--- config.mk ---
export PLATFORM = sky130hd
export DESIGN_NAME = sram_byte_seq_flat
export DESIGN_NICKNAME = d
export VERILOG_FILES = /design/src/rtl/sram_byte_seq_if.sv /design/src/rtl/sram_byte_seq.sv /design/src/flat_wrapper.sv
export SDC_FILE = /design/constraint.sdc
export NUM_CORES = 1
export LEC_CHECK = 0
export ABC_AREA = 1
export CELL_PAD_IN_SITES_DETAIL_PLACEMENT = 2
export CELL_PAD_IN_SITES_GLOBAL_PLACEMENT = 2
export CORE_UTILIZATION = 27
export CTS_CLUSTER_DIAMETER = 200
export DETAILED_ROUTE_END_ITERATION = 12
export GPL_TIMING_DRIVEN = 0
export HOLD_SLACK_MARGIN = 0.12
export PLACE_DENSITY = 0.87
export SYNTH_ARGS = -nofsm -noshare
export SYNTH_HDL_FRONTEND = slang
export SYNTH_SLANG_ARGS = --single-unit
export TNS_END_PERCENT = 20
--- constraint.sdc ---
create_clock -name clk -period 4.9 [get_ports clk]
set_clock_uncertainty 0.1 [all_clocks]
set_input_delay 0.98 -clock clk [delete_from_list [all_inputs] [get_ports clk]]
set_output_delay 0.98 -clock clk [all_outputs]
set_load 0.02 [all_outputs]
--- src/rtl/sram_byte_seq_if.sv ---
// picorv32-style native memory bus between a CPU (master) and sram_byte_seq (slave).
interface sram_byte_seq_if;
  logic        mem_valid;
  logic        mem_instr;
  logic [31:0] mem_addr;
  logic [31:0] mem_wdata;
  logic [3:0]  mem_wstrb;
  logic        mem_ready;
  logic [31:0] mem_rdata;

  modport master (
    output mem_valid, mem_instr, mem_addr, mem_wdata, mem_wstrb,
    input  mem_ready, mem_rdata
  );

  modport slave (
    input  mem_valid, mem_instr, mem_addr, mem_wdata, mem_wstrb,
    output mem_ready, mem_rdata
  );
endinterface

--- src/rtl/sram_byte_seq.sv ---
// Sequences a 32-bit picorv32 access into four byte accesses on an 8-bit synchronous SRAM.
// Optional macro SRAM_BYTE_SEQ_WSKIP_EN: writes visit only the strobed lanes.
module sram_byte_seq #(
  parameter int unsigned SRAM_AW = 10
) (
  input  logic               clk,
  input  logic               rst,
  sram_byte_seq_if.slave     bus,
  output logic               sram_csb,
  output logic               sram_web,
  output logic [SRAM_AW-1:0] sram_addr,
  output logic [7:0]         sram_din,
  input  logic [7:0]         sram_dout
);

  typedef enum logic [1:0] {IDLE, ACCESS, DRAIN, RESP} state_t;

  state_t               r_state, w_next_state;
  logic [1:0]           r_lane, w_lane_d;
  logic [SRAM_AW-3:0]   r_word;
  logic [31:0]          r_wdata;
  logic [3:0]           r_wstrb;
  logic                 r_is_read;
  logic                 r_oor;
  logic [31:0]          r_rdata;
  logic                 r_csb, r_web;
  logic [SRAM_AW-1:0]   r_addr;
  logic [7:0]           r_din;

  logic                 w_csb_d, w_web_d;
  logic [SRAM_AW-1:0]   w_addr_d;
  logic [7:0]           w_din_d;
  logic                 w_accept, w_accept_oor;
  logic                 w_in_range, w_req_read;
  logic [1:0]           w_first_lane, w_next_lane, w_prev_lane;
  logic                 w_has_next;
  logic                 w_unused;

  function automatic logic [1:0] lowest_lane(input logic [3:0] mask);
    if (mask[0])      return 2'd0;
    else if (mask[1]) return 2'd1;
    else if (mask[2]) return 2'd2;
    else              return 2'd3;
  endfunction

  assign w_in_range  = (bus.mem_addr[31:SRAM_AW] == '0);
  assign w_req_read  = (bus.mem_wstrb == 4'b0000);
  assign w_prev_lane = r_lane - 2'd1;
  assign w_unused    = &{1'b0, bus.mem_instr, bus.mem_addr[1:0]};

`ifdef SRAM_BYTE_SEQ_WSKIP_EN
  logic [3:0] w_pending;
  // Lanes strictly above the current one that still carry a strobe.
  assign w_pending    = r_wstrb & (4'b1110 << r_lane);
  assign w_first_lane = w_req_read ? 2'd0 : lowest_lane(bus.mem_wstrb);
  assign w_has_next   = r_is_read ? (r_lane != 2'd3) : (|w_pending);
  assign w_next_lane  = r_is_read ? (r_lane + 2'd1) : lowest_lane(w_pending);
`else
  assign w_first_lane = 2'd0;
  assign w_has_next   = (r_lane != 2'd3);
  assign w_next_lane  = r_lane + 2'd1;
`endif

  always_comb begin
    w_next_state = r_state;
    w_lane_d     = r_lane;
    w_csb_d      = 1'b1;
    w_web_d      = 1'b1;
    w_addr_d     = r_addr;
    w_din_d      = r_din;
    w_accept     = 1'b0;
    w_accept_oor = 1'b0;
    case (r_state)
      IDLE: begin
        if (bus.mem_valid) begin
          if (w_in_range) begin
            // SRAM outputs are registered, so lane 0 is set up from the live request.
            w_accept     = 1'b1;
            w_next_state = ACCESS;
            w_lane_d     = w_first_lane;
            w_csb_d      = ~(w_req_read | bus.mem_wstrb[w_first_lane]);
            w_web_d      = w_req_read;
            w_addr_d     = {bus.mem_addr[SRAM_AW-1:2], w_first_lane};
            w_din_d      = bus.mem_wdata[{w_first_lane, 3'b000} +: 8];
          end else begin
            // Out-of-range requests pass through DRAIN for a fixed two-cycle response.
            w_accept_oor = 1'b1;
            w_next_state = DRAIN;
          end
        end
      end
      ACCESS: begin
        if (w_has_next) begin
          w_lane_d = w_next_lane;
          w_csb_d  = ~(r_is_read | r_wstrb[w_next_lane]);
          w_web_d  = r_is_read;
          w_addr_d = {r_word, w_next_lane};
          w_din_d  = r_wdata[{w_next_lane, 3'b000} +: 8];
        end else if (r_is_read) begin
          w_next_state = DRAIN;
        end else begin
`ifdef SRAM_BYTE_SEQ_WSKIP_EN
          w_next_state = DRAIN;
`else
          w_next_state = RESP;
`endif
        end
      end
      DRAIN:   w_next_state = RESP;
      RESP:    w_next_state = IDLE;
      default: w_next_state = IDLE;
    endcase
  end

  always_ff @(posedge clk or posedge rst) begin
    if (rst) begin
      r_state   <= IDLE;
      r_lane    <= '0;
      r_word    <= '0;
      r_wdata   <= '0;
      r_wstrb   <= '0;
      r_is_read <= 1'b0;
      r_oor     <= 1'b0;
      r_rdata   <= '0;
      r_csb     <= 1'b1;
      r_web     <= 1'b1;
      r_addr    <= '0;
      r_din     <= '0;
    end else begin
      r_state <= w_next_state;
      r_lane  <= w_lane_d;
      r_csb   <= w_csb_d;
      r_web   <= w_web_d;
      r_addr  <= w_addr_d;
      r_din   <= w_din_d;
      if (w_accept) begin
        r_word    <= bus.mem_addr[SRAM_AW-1:2];
        r_wdata   <= bus.mem_wdata;
        r_wstrb   <= bus.mem_wstrb;
        r_is_read <= w_req_read;
        r_oor     <= 1'b0;
      end
      if (w_accept_oor) begin
        r_oor <= 1'b1;
      end
      // SRAM read data lags the issuing lane by one cycle.
      if (r_state == ACCESS && r_is_read && r_lane != 2'd0) begin
        r_rdata[{w_prev_lane, 3'b000} +: 8] <= sram_dout;
      end
      if (r_state == DRAIN) begin
        if (r_oor)          r_rdata         <= '0;
        else if (r_is_read) r_rdata[31:24]  <= sram_dout;
      end
    end
  end

  assign bus.mem_ready = (r_state == RESP);
  assign bus.mem_rdata = r_rdata;
  assign sram_csb      = r_csb;
  assign sram_web      = r_web;
  assign sram_addr     = r_addr;
  assign sram_din      = r_din;

endmodule
--- src/flat_wrapper.sv ---
// flat-port wrapper written by rule: the top's interface ports become plain ports
module sram_byte_seq_flat 
#(
  parameter int unsigned SRAM_AW = 10
)
  (clk, rst, sram_csb, sram_web, sram_addr, sram_din, sram_dout, bus_mem_valid, bus_mem_instr, bus_mem_addr, bus_mem_wdata, bus_mem_wstrb, bus_mem_ready, bus_mem_rdata);
  sram_byte_seq_if bus_i ();
  input  logic clk;
  input  logic rst;
  output logic sram_csb;
  output logic sram_web;
  output logic [SRAM_AW-1:0] sram_addr;
  output logic [7:0] sram_din;
  input  logic [7:0] sram_dout;
  input wire logic [$bits(bus_i.mem_valid)-1:0] bus_mem_valid;
  input wire logic [$bits(bus_i.mem_instr)-1:0] bus_mem_instr;
  input wire logic [$bits(bus_i.mem_addr)-1:0] bus_mem_addr;
  input wire logic [$bits(bus_i.mem_wdata)-1:0] bus_mem_wdata;
  input wire logic [$bits(bus_i.mem_wstrb)-1:0] bus_mem_wstrb;
  output wire logic [$bits(bus_i.mem_ready)-1:0] bus_mem_ready;
  output wire logic [$bits(bus_i.mem_rdata)-1:0] bus_mem_rdata;
  assign bus_i.mem_valid = bus_mem_valid;
  assign bus_i.mem_instr = bus_mem_instr;
  assign bus_i.mem_addr = bus_mem_addr;
  assign bus_i.mem_wdata = bus_mem_wdata;
  assign bus_i.mem_wstrb = bus_mem_wstrb;
  assign bus_mem_ready = bus_i.mem_ready;
  assign bus_mem_rdata = bus_i.mem_rdata;
  sram_byte_seq #(.SRAM_AW(SRAM_AW)) u_core (.clk(clk), .rst(rst), .bus(bus_i), .sram_csb(sram_csb), .sram_web(sram_web), .sram_addr(sram_addr), .sram_din(sram_din), .sram_dout(sram_dout));
endmodule
* After elaboration in Yosys (flattened, before gate mapping)
Index checks and enable logic that the tools add are counted.
** Storage, ports and cells
- Flip-flop bits (word level) :: 102
- Bits in latches :: 0
- RAM bits :: 0
- Memory bits (read-only) :: 0
- Input port bits :: 80
- Output and inout port bits :: 53
- Logic and storage cells :: 82
- Memories kept :: 0
** Operators by class
- Add/sub/neg operators :: 3
- Multipliers :: 0
- Divide/modulo/power cells :: 0
- $lt $le $gt $ge :: 1
- Equality and inequality tests :: 8
- Shift operators :: 3
- Multiplexer cells :: 41
- Bitwise logic cells :: 4
- Reductions and logical operators :: 10
** Operators with widths (count)
- 32-bit 2-to-1 mux :: 2
- 8-bit 2-to-1 mux :: 5
- 32-bit bitwise mux :: 1
- 8-bit by 7-bit variable shift with 32-bit output (first input constant) :: 1
- 32-bit by 6-bit indexed part select with 8-bit output :: 1
- 8-bit by 7-bit indexed part select with 32-bit output :: 1
- 10-bit 2-to-1 mux :: 3
- 24-bit 2-to-1 mux :: 1
- 22-bit zero test :: 1
- 10-bit one-hot mux with 2 select lines :: 1
- 1-bit 2-to-1 mux :: 16
- 8-bit one-hot mux with 2 select lines :: 1
- 2-bit 2-to-1 mux :: 6
- 2-bit one-hot mux with 4 select lines :: 1
- 5-bit negator with 7-bit output :: 1
- 2-bit inequality test (second input constant) :: 3
- 2-bit nonzero test :: 3
- 2-bit == test (second input constant) :: 2
- 4-bit zero test :: 1
- 2-bit by 1-bit inequality test with 1-bit output (second input constant) :: 2
- 1-bit one-hot mux with 2 select lines :: 2
- 2-bit one-hot mux with 2 select lines :: 1
- 4-bit AND reduction :: 1
- 2-bit by 3-bit < comparator with 1-bit output (second input constant) :: 1
- other kinds (9) :: 12

* Depth between registers and ports, before layout
Gate-level depths: netlist of run 1.
- Depth in word-level cells :: 8
- Depth in mapped cells :: 12
- Mapped depth without buffers :: 9

* Least setup slack after synthesis of run 1
No wires, ideal clock.
- Path kind :: register to register
- Start point :: register u_core.r_lane[0]
- End point :: register u_core.r_rdata[24] (netlist: u_core.bus.mem_rdata[24])
- Setup time :: 67 ps
- Data arrival time :: 2123 ps
- Setup slack :: 2611 ps
- Stages on the path, launching flop included :: 11
- Path buffers :: 3
- Clock period less this slack :: 2289 ps
- Cell sequence :: dfrtp_1 -> inv_2 -> buf_2 -> buf_2 -> ha_1 -> inv_1 -> buf_2 -> nand3_1 -> o21ai_0 -> o211ai_1 -> nand2_1
** On the way
- Cells in the longest elaborated chain, start to end :: 8
- Elaborated cells between the ends (all ways) :: 11
- Those cells by class :: add/sub (2); shift (2); mux (5); reduce/logical (2)
** Ends and longest elaborated chain
- start: declaration :: RTL line sram_byte_seq.sv:19 : logic [1:0] r_lane, w_lane_d;
- start signal: assignment :: RTL line sram_byte_seq.sv:131 : r_lane <= w_lane_d;
- 2-bit by 1-bit subtractor with 2-bit output :: RTL line sram_byte_seq.sv:48 : assign w_prev_lane = r_lane - 2'd1;
- 5-bit negator with 7-bit output :: RTL line sram_byte_seq.sv:148 : r_rdata[{w_prev_lane, 3'b000} +: 8] <= sram_dout;
- 8-bit by 7-bit indexed part select with 32-bit output / 8-bit by 7-bit variable shift with 32-bit output (equally long branches) :: RTL line sram_byte_seq.sv:148
- 32-bit bitwise mux :: RTL line sram_byte_seq.sv:148
- 32-bit 2-to-1 mux (*) :: RTL line sram_byte_seq.sv:147 : if (r_state == ACCESS && r_is_read && r_lane != 2'd0) begin
- 8-bit 2-to-1 mux :: RTL line sram_byte_seq.sv:152 : else if (r_is_read) r_rdata[31:24] <= sram_dout;
- 8-bit 2-to-1 mux :: RTL line sram_byte_seq.sv:151 : if (r_oor) r_rdata <= '0;
- 32-bit 2-to-1 mux (*) :: RTL line sram_byte_seq.sv:150 : if (r_state == DRAIN) begin
- end signal: indexed assignment :: RTL line sram_byte_seq.sv:148
- end signal: assignment :: RTL line sram_byte_seq.sv:152
- end: declaration :: RTL line sram_byte_seq.sv:25 : logic [31:0] r_rdata;
Mark *: on every way between the ends. The rest lies on a longest branch, timed or not.
A chain may end at the register's enable or synchronous reset.

* Worst setup path after layout of run 1
- Start point :: register u_core.r_lane[0]
- End point :: register u_core.r_din[6] (netlist: u_core.sram_din[6])
** On the way
- Cells in the longest elaborated chain, start to end :: 4
- Elaborated cells between the ends (all ways) :: 7
- Those cells by class :: add/sub (1); eq/ne (2); shift (1); mux (2); reduce/logical (1)
** Ends and longest elaborated chain
- 2-bit by 1-bit adder with 2-bit output :: RTL line sram_byte_seq.sv:61 : assign w_next_lane = r_lane + 2'd1;
- 32-bit by 6-bit indexed part select with 8-bit output :: RTL line sram_byte_seq.sv:98 : w_din_d = r_wdata[{w_next_lane, 3'b000} +: 8];
- 8-bit 2-to-1 mux :: RTL line sram_byte_seq.sv:93 : if (w_has_next) begin
- 8-bit one-hot mux with 2 select lines :: RTL line sram_byte_seq.sv:73 : case (r_state)
- end signal: assignment :: RTL line sram_byte_seq.sv:135 : r_din <= w_din_d;
- end: declaration :: RTL line sram_byte_seq.sv:28 : logic [7:0] r_din;
Parallel ways exist; a longest one is shown, timed or not. The select of a mux whose other input is x is not followed.

==> run metrics, run 1 <==
r2r worst-path depth=11; final std cells w/o fill=1,029; most frequent cell after synthesis=nand2_1; RePlAce Congestion=0.789; H-tree levels=3; Rows=49; fin crit period=2.93 ns; Num CTS Buffers=9; Final Net Count=886; Min-Delay Path Class=reg2reg; Die ar.=19,300 um^2; WS Path Type=reg2reg; initial antenna violation count=0; Max transition margin=42.4%; clock-pin slew on the worst setup and hold paths=0.07 ns; cells after synthesis=654; Area Overhead vs Synth=37.7%; RSZ-0062 raised after global routing=no; Yosys warnings=0; Core Area=18,100 um^2; CP Capture Point=u_core.sram_din[6]$_DFFE_PP0P_; vias=4,938; placed wire-length estimate=13,300 um; register area share after synthesis=49.6%; Synth top area share=48.6%; Static Leak=3.44 nW; post-synthesis mux area share=0%; FF+latch count, synth=100; dpl cell area=6650 um^2; clock latency at the later pin of the worst-skew pair=0.36 ns; Vias/cell=4.80; Arr. time, crit path=3.13 ns; antenna cells=0; Synth Cell Area=5050 um^2; reg-to-reg slack, setup=1.97 ns; DRT Pass-1 Iters=9; max-slew violation count=0; Startpoint Class=flip-flop; final antenna-violating net count=0; Synth area leader=dfrtp_1; failing checks=design-rule violations; share of cells above drive strength 1=7.00%; initial DRC count=255; status=complete, but fails checks; IO Pins=133; Worst Setup SP=u_core.r_lane[0]$_DFFE_PP0P_; Post-CTS Setup Repair Bufs=0; worst-path maximum fanout=12; slew at the pin closest to its max-slew limit=0.864 ns; Post-synth EDFFs=0; Root Driver=clkbuf_16; Netlist cell types=33; top cells by count, synth=284 x nand2_1, 98 x dfrtp_1, 36 x inv_1; Pwr Density=410 nW/um^2; CTS resizes=0; Clock Path Buffers=2; drt total wl=17,600 um; reg2reg start=u_core.r_lane[0]$_DFFE_PP0P_; Most used DFF post-synth=dfrtp_1; fin crit share=59.8%; All-Layer GR Usage=19.5%; Max-Cap Viols=0; FFs w/ async S/R, synth=100%; Finish-stage setup viols=0; Crit Reg-Reg Endpoint=u_core.sram_din[6]$_DFFE_PP0P_; Initial Utilization=27.8%; fin util=38.3%; # port buffers=129; Final Hold Vio Count=0; Inst Count DP=1,013; Compound-Gate Fraction of Synth Area=10.1%; top post-synthesis cells by area=dfrtp_1 49%, nand2_1 21%, o21ai_0 3.5%, nand3_1 3.4%, ha_1 2.7%; syn nets=745; dominant combinational cell family by area after synthesis=simple AND/OR/NAND/NOR gates; Synth Area in Simple Gates=30.6%; global-route wire length before repair=29,200 um; CTS tree=built; Mapped Avg Cell Area=7.72 um^2; Post-Synth Adder-Cell Area=2.72%; Total Neg Setup Slack=0 ns; wire per inst=17.1 um; hold_buf cts=0; die width=139 um; Worst EP required=5.10 ns; total clock sinks=100; grt ovf=0; Worst setup EP type=flip-flop; Max VDD drop=185 uV; largest net degree at the start of global routing=65; vias in the first global route=5,517; finished layout cell area=6950 um^2; drt drc=6; Synth Area in XOR/XNOR=0%; Fmax=0.341 GHz; Die Ht=139 um
worst max-delay path, cell delays in order (launching register included):
cell      delay [ns]
dfrtp_1         0.64
inv_2           0.18
buf_2           0.24
buf_2           0.22
ha_1            0.42
clkbuf_1        0.50
nand2_1         0.13
nand2_1         0.09
nand2_1         0.05
nand2_1         0.09
nand3_1         0.11
nand2_1         0.09
worst min path at each step:
stage | startpoint | slack [ns] | cells after the start | endpoint
finish | u_core.sram_din[3]$_DFFE_PP0P_ | 0.38 | 2 | u_core.sram_din[3]$_DFFE_PP0P_
global route | u_core.sram_din[3]$_DFFE_PP0P_ | 0.40 | 2 | u_core.sram_din[3]$_DFFE_PP0P_
CTS | u_core.sram_din[3]$_DFFE_PP0P_ | 0.38 | 2 | u_core.sram_din[3]$_DFFE_PP0P_
detailed placement | u_core.sram_din[3]$_DFFE_PP0P_ | 0.37 | 2 | u_core.sram_din[3]$_DFFE_PP0P_
global placement | u_core.sram_addr[6]$_DFFE_PP0P_ | 0.36 | 2 | u_core.sram_addr[6]$_DFFE_PP0P_
floorplan | u_core.r_wdata[0]$_DFFE_PP0P_ | 0.35 | 2 | u_core.r_wdata[0]$_DFFE_PP0P_
cells by family (layout without fill, tap and decap cells):
| family | after synthesis | count (layout) |
|---|---|---|
| AND/OR/NAND/NOR | 374 | 374 |
| flip-flops | 100 | 100 |
| AO/OA/AOI/OAI | 95 | 95 |
| buffers and inverters | 74 | 220 |
| adder cells (fa/ha/maj) | 11 | 11 |
layout make-up:
| class | instances | area [um^2] |
|---|---|---|
| Fill cell | 2108 | 11200 |
| Sequential cell | 100 | 2500 |
| Multi-Input combinational cell | 480 | 2200 |
| Timing Repair Buffer | 130 | 1310 |
| Tap cell | 229 | 287 |
| Clock buffer | 9 | 225 |
| Buffer | 32 | 193 |
| Inverter | 42 | 160 |
| Clock inverter | 7 | 76.3 |
layout by cell type (no fill, tap or decap), types with 4 or more instances in the layout:
cell type,instances
a21oi_1,26
buf_2,10
buf_4,8
buf_6,4
clkbuf_1,9
clkbuf_16,9
clkdlybuf4s50_1,129
dfrtp_1,98
ha_1,11
inv_1,35
inv_2,4
nand2_1,284
nand3_1,34
nand4_1,9
nor2_1,34
o211ai_1,8
o21ai_0,35
o21ai_1,19
flip-flops by register name, indices dropped and copies added, names as in the netlist:
| name | cells |
|---|---|
| u_core.bus.mem_rdata | 32 |
| u_core.r_is_read | 1 |
| u_core.r_lane | 1 |
| u_core.r_oor | 1 |
| u_core.r_state | 2 |
| u_core.r_wdata | 32 |
| u_core.r_word | 8 |
| u_core.r_wstrb | 4 |
| u_core.sram_addr | 9 |
| u_core.sram_csb | 1 |
| u_core.sram_din | 8 |
| u_core.sram_web | 1 |
report_power, final:
part           internal [mW]  switching (mW)  total [mW]
logic                  0.401           0.733        1.13
registers              0.912          0.0622       0.974
clock network          0.399           0.342       0.741
total                   1.71            1.14        2.85
layer usage:
layer  global-route usage [%]  share of wire, %  vias up
li1                         -                 -     2362
met1                     24.1                44     2461
met2                     34.6                51       98
met3                     3.94               3.8       17
met4                     4.62               1.2        0
met5                        0                 0        -
stage by stage:
stage          setup WS, ns  power, mW  hold WS (ns)
6_report               1.97       2.85         0.378
2_1_floorplan          1.20       1.64         0.349
3_3_place_gp         -0.639       2.09         0.359
3_5_place_dp           1.98       2.14         0.366
4_1_cts                1.94       2.89         0.383
5_1_grt                1.73       3.02         0.404
(Power assumes the default switching activity.)
==> run 2, diff against run 1 <==
clock period = 3 ns   (was 4.9 ns; I/O delays follow)
==> run 2 against run 1 <==
Net effect:
- the flow still finishes with violations (design-rule violations)
- setup slack worse by 1.7 ns
- maximum frequency up 6.0%
- sequential share of layout area is essentially flat
- utilization about the same
- via count fell by 0.10%
- count of clock-buffer cells in the layout rose by 4
- critical endpoint is now u_core.bus.mem_rdata[28]$_DFF_PP0_
- largest power group unchanged
==> run metrics, run 2 (synthesis gave the netlist of run 1 again) <==
fin crit share=92.2%; share of cells above drive strength 1=6.87%; FILL cells=2,118; Max-Cap Viols=0; commonest non-fill, non-tap cells in the layout=284 x nand2_1, 129 x clkdlybuf4s50_1, 97 x dfrtp_1; global-route wire length before repair=29,000 um; IO Pins=133; Die Ht=139 um; Max VDD drop=344 uV; P_sw=1.82 mW; drt total wl=17,500 um; Fmax=0.361 GHz; failing checks=design-rule violations; RePlAce Congestion=0.789; slew at the pin closest to its max-slew limit=0.655 ns; Clk network pwr share=25.4%; dpl cell area=6670 um^2; final std cells w/o fill=1,030; Max transition margin=56.0%; Pwr Density=664 nW/um^2; largest net degree at the start of global routing=41; initial DRC count=247; clock latency at the later pin of the worst-skew pair=0.36 ns; max-slew violation count=0; Startpoint Class=flip-flop; Area Overhead vs Synth=37.7%; grt ovf=0; die width=139 um; WS Path Type=reg2reg; final antenna-violating net count=0; Clock Path Buffers=2; Min-Delay Path Class=reg2reg; initial antenna violation count=0; Num CTS Buffers=9; worst-path maximum fanout=12; # port buffers=129; Total Power=4.62 mW; Initial Utilization=27.8%; status=complete, but fails checks; H-tree levels=3; Die ar.=19,300 um^2; Arr. time, crit path=2.97 ns; Rows=49; sequential power share=34.8%; most common cell after layout, fill and taps aside=nand2_1; Final Net Count=887; All-Layer GR Usage=19.4%; drt drc=7; fin crit period=2.77 ns; Worst EP required=3.20 ns; internal power=2.80 mW; antenna cells=0; Root Driver=clkbuf_16; Static Leak=3.44 nW; Final Hold Vio Count=0; RSZ-0062 raised after global routing=no; finished layout cell area=6960 um^2; DRT Pass-1 Iters=8; vias=4,933; total clock sinks=100; Inst Count DP=1,014; fin util=38.3%; vias in the first global route=5,395; clock-pin slew on the worst setup and hold paths=0.07 ns; wire per inst=17.0 um; Core Area=18,100 um^2; Worst setup EP type=flip-flop; combinational power share=39.9%; sw frac=39.4%; Vias/cell=4.79; Finish-stage setup viols=0; placed wire-length estimate=13,000 um; CTS tree=built
[run 2: what timing repair did]
action | 4_1_cts | 5_1_grt
setup buffers | 0 | 0
endpoints found under the setup margin | 1 | 4
hold buffers | 0 | 0
gates resized for setup | 1 | 2
hold endpoints to repair | 0 | 0
[run 2: worst max-delay path: stages (launching register included)]
cell and delay (ns):
dfrtp_2 0.52, inv_2 0.18, buf_2 0.26, buf_2 0.29, ha_1 0.34, inv_2 0.18, clkbuf_4 0.25, nand3_1 0.11
o21ai_0 0.25, o211ai_1 0.14, nand2_1 0.09
[run 2: path summary, 6_finish.rpt]
check	startpoint	to	slack (ns)	cells past startpoint
min reg2reg	u_core.sram_din[3]$_DFFE_PP0P_	u_core.sram_din[3]$_DFFE_PP0P_	0.37	2
min	u_core.sram_din[3]$_DFFE_PP0P_	u_core.sram_din[3]$_DFFE_PP0P_	0.37	2
max reg2reg	u_core.r_lane[0]$_DFFE_PP0P_	u_core.bus.mem_rdata[28]$_DFF_PP0_	0.23	10
max	u_core.r_lane[0]$_DFFE_PP0P_	u_core.bus.mem_rdata[28]$_DFF_PP0_	0.23	10
min in group asynchronous	rst	u_core.r_state[0]$_DFFE_PP0P_	0.58	2
max in group asynchronous	rst	u_core.sram_web$_DFF_PP1_	1.55	3
[run 2: routing by layer]
metal	vias up	track usage, %	wire length, um
li1	2372	-	-
met4	0	5.20	276
met1	2443	24.6	7900
met2	95	33.8	8770
met5	-	0	0
met3	23	3.38	585
[run 2: power groups by stage]
stage | logic (mW) | clock network [mW] | registers (mW)
floorplan | 0.943 | 0 | 1.73
global placement | 1.78 | 0 | 1.63
detailed placement | 1.84 | 0 | 1.63
CTS | 1.86 | 1.20 | 1.61
global route | 2.03 | 1.25 | 1.62
finish | 1.84 | 1.17 | 1.60
[run 2: area by class of cell]
| class | instances | area [um^2] | share of cell area (%) |
|---|---|---|---|
| plain buffers | 32 | 195 | 2.81 |
| multi-input cells | 480 | 2200 | 31.6 |
| inverters | 42 | 161 | 2.32 |
| clock inverters | 3 | 40.0 | 0.576 |
| flip-flops and latches | 100 | 2510 | 36.0 |
| clock buffers | 13 | 240 | 3.45 |
| repair buffers | 131 | 1330 | 19.1 |
| well taps | 229 | 287 | 4.12 |
[run 2: metrics by stage]
step | hold slack (ns) | TNS, ns | worst slack, ns
final | 0.372 | 0 | 0.233
after floorplan | 0.349 | 0 | 0.711
after CTS | 0.379 | 0 | 0.0754
after global routing | 0.414 | 0 | 0.0314
after detailed placement | 0.363 | 0 | 0.0547
after global placement | 0.358 | -6.57 | -0.0735
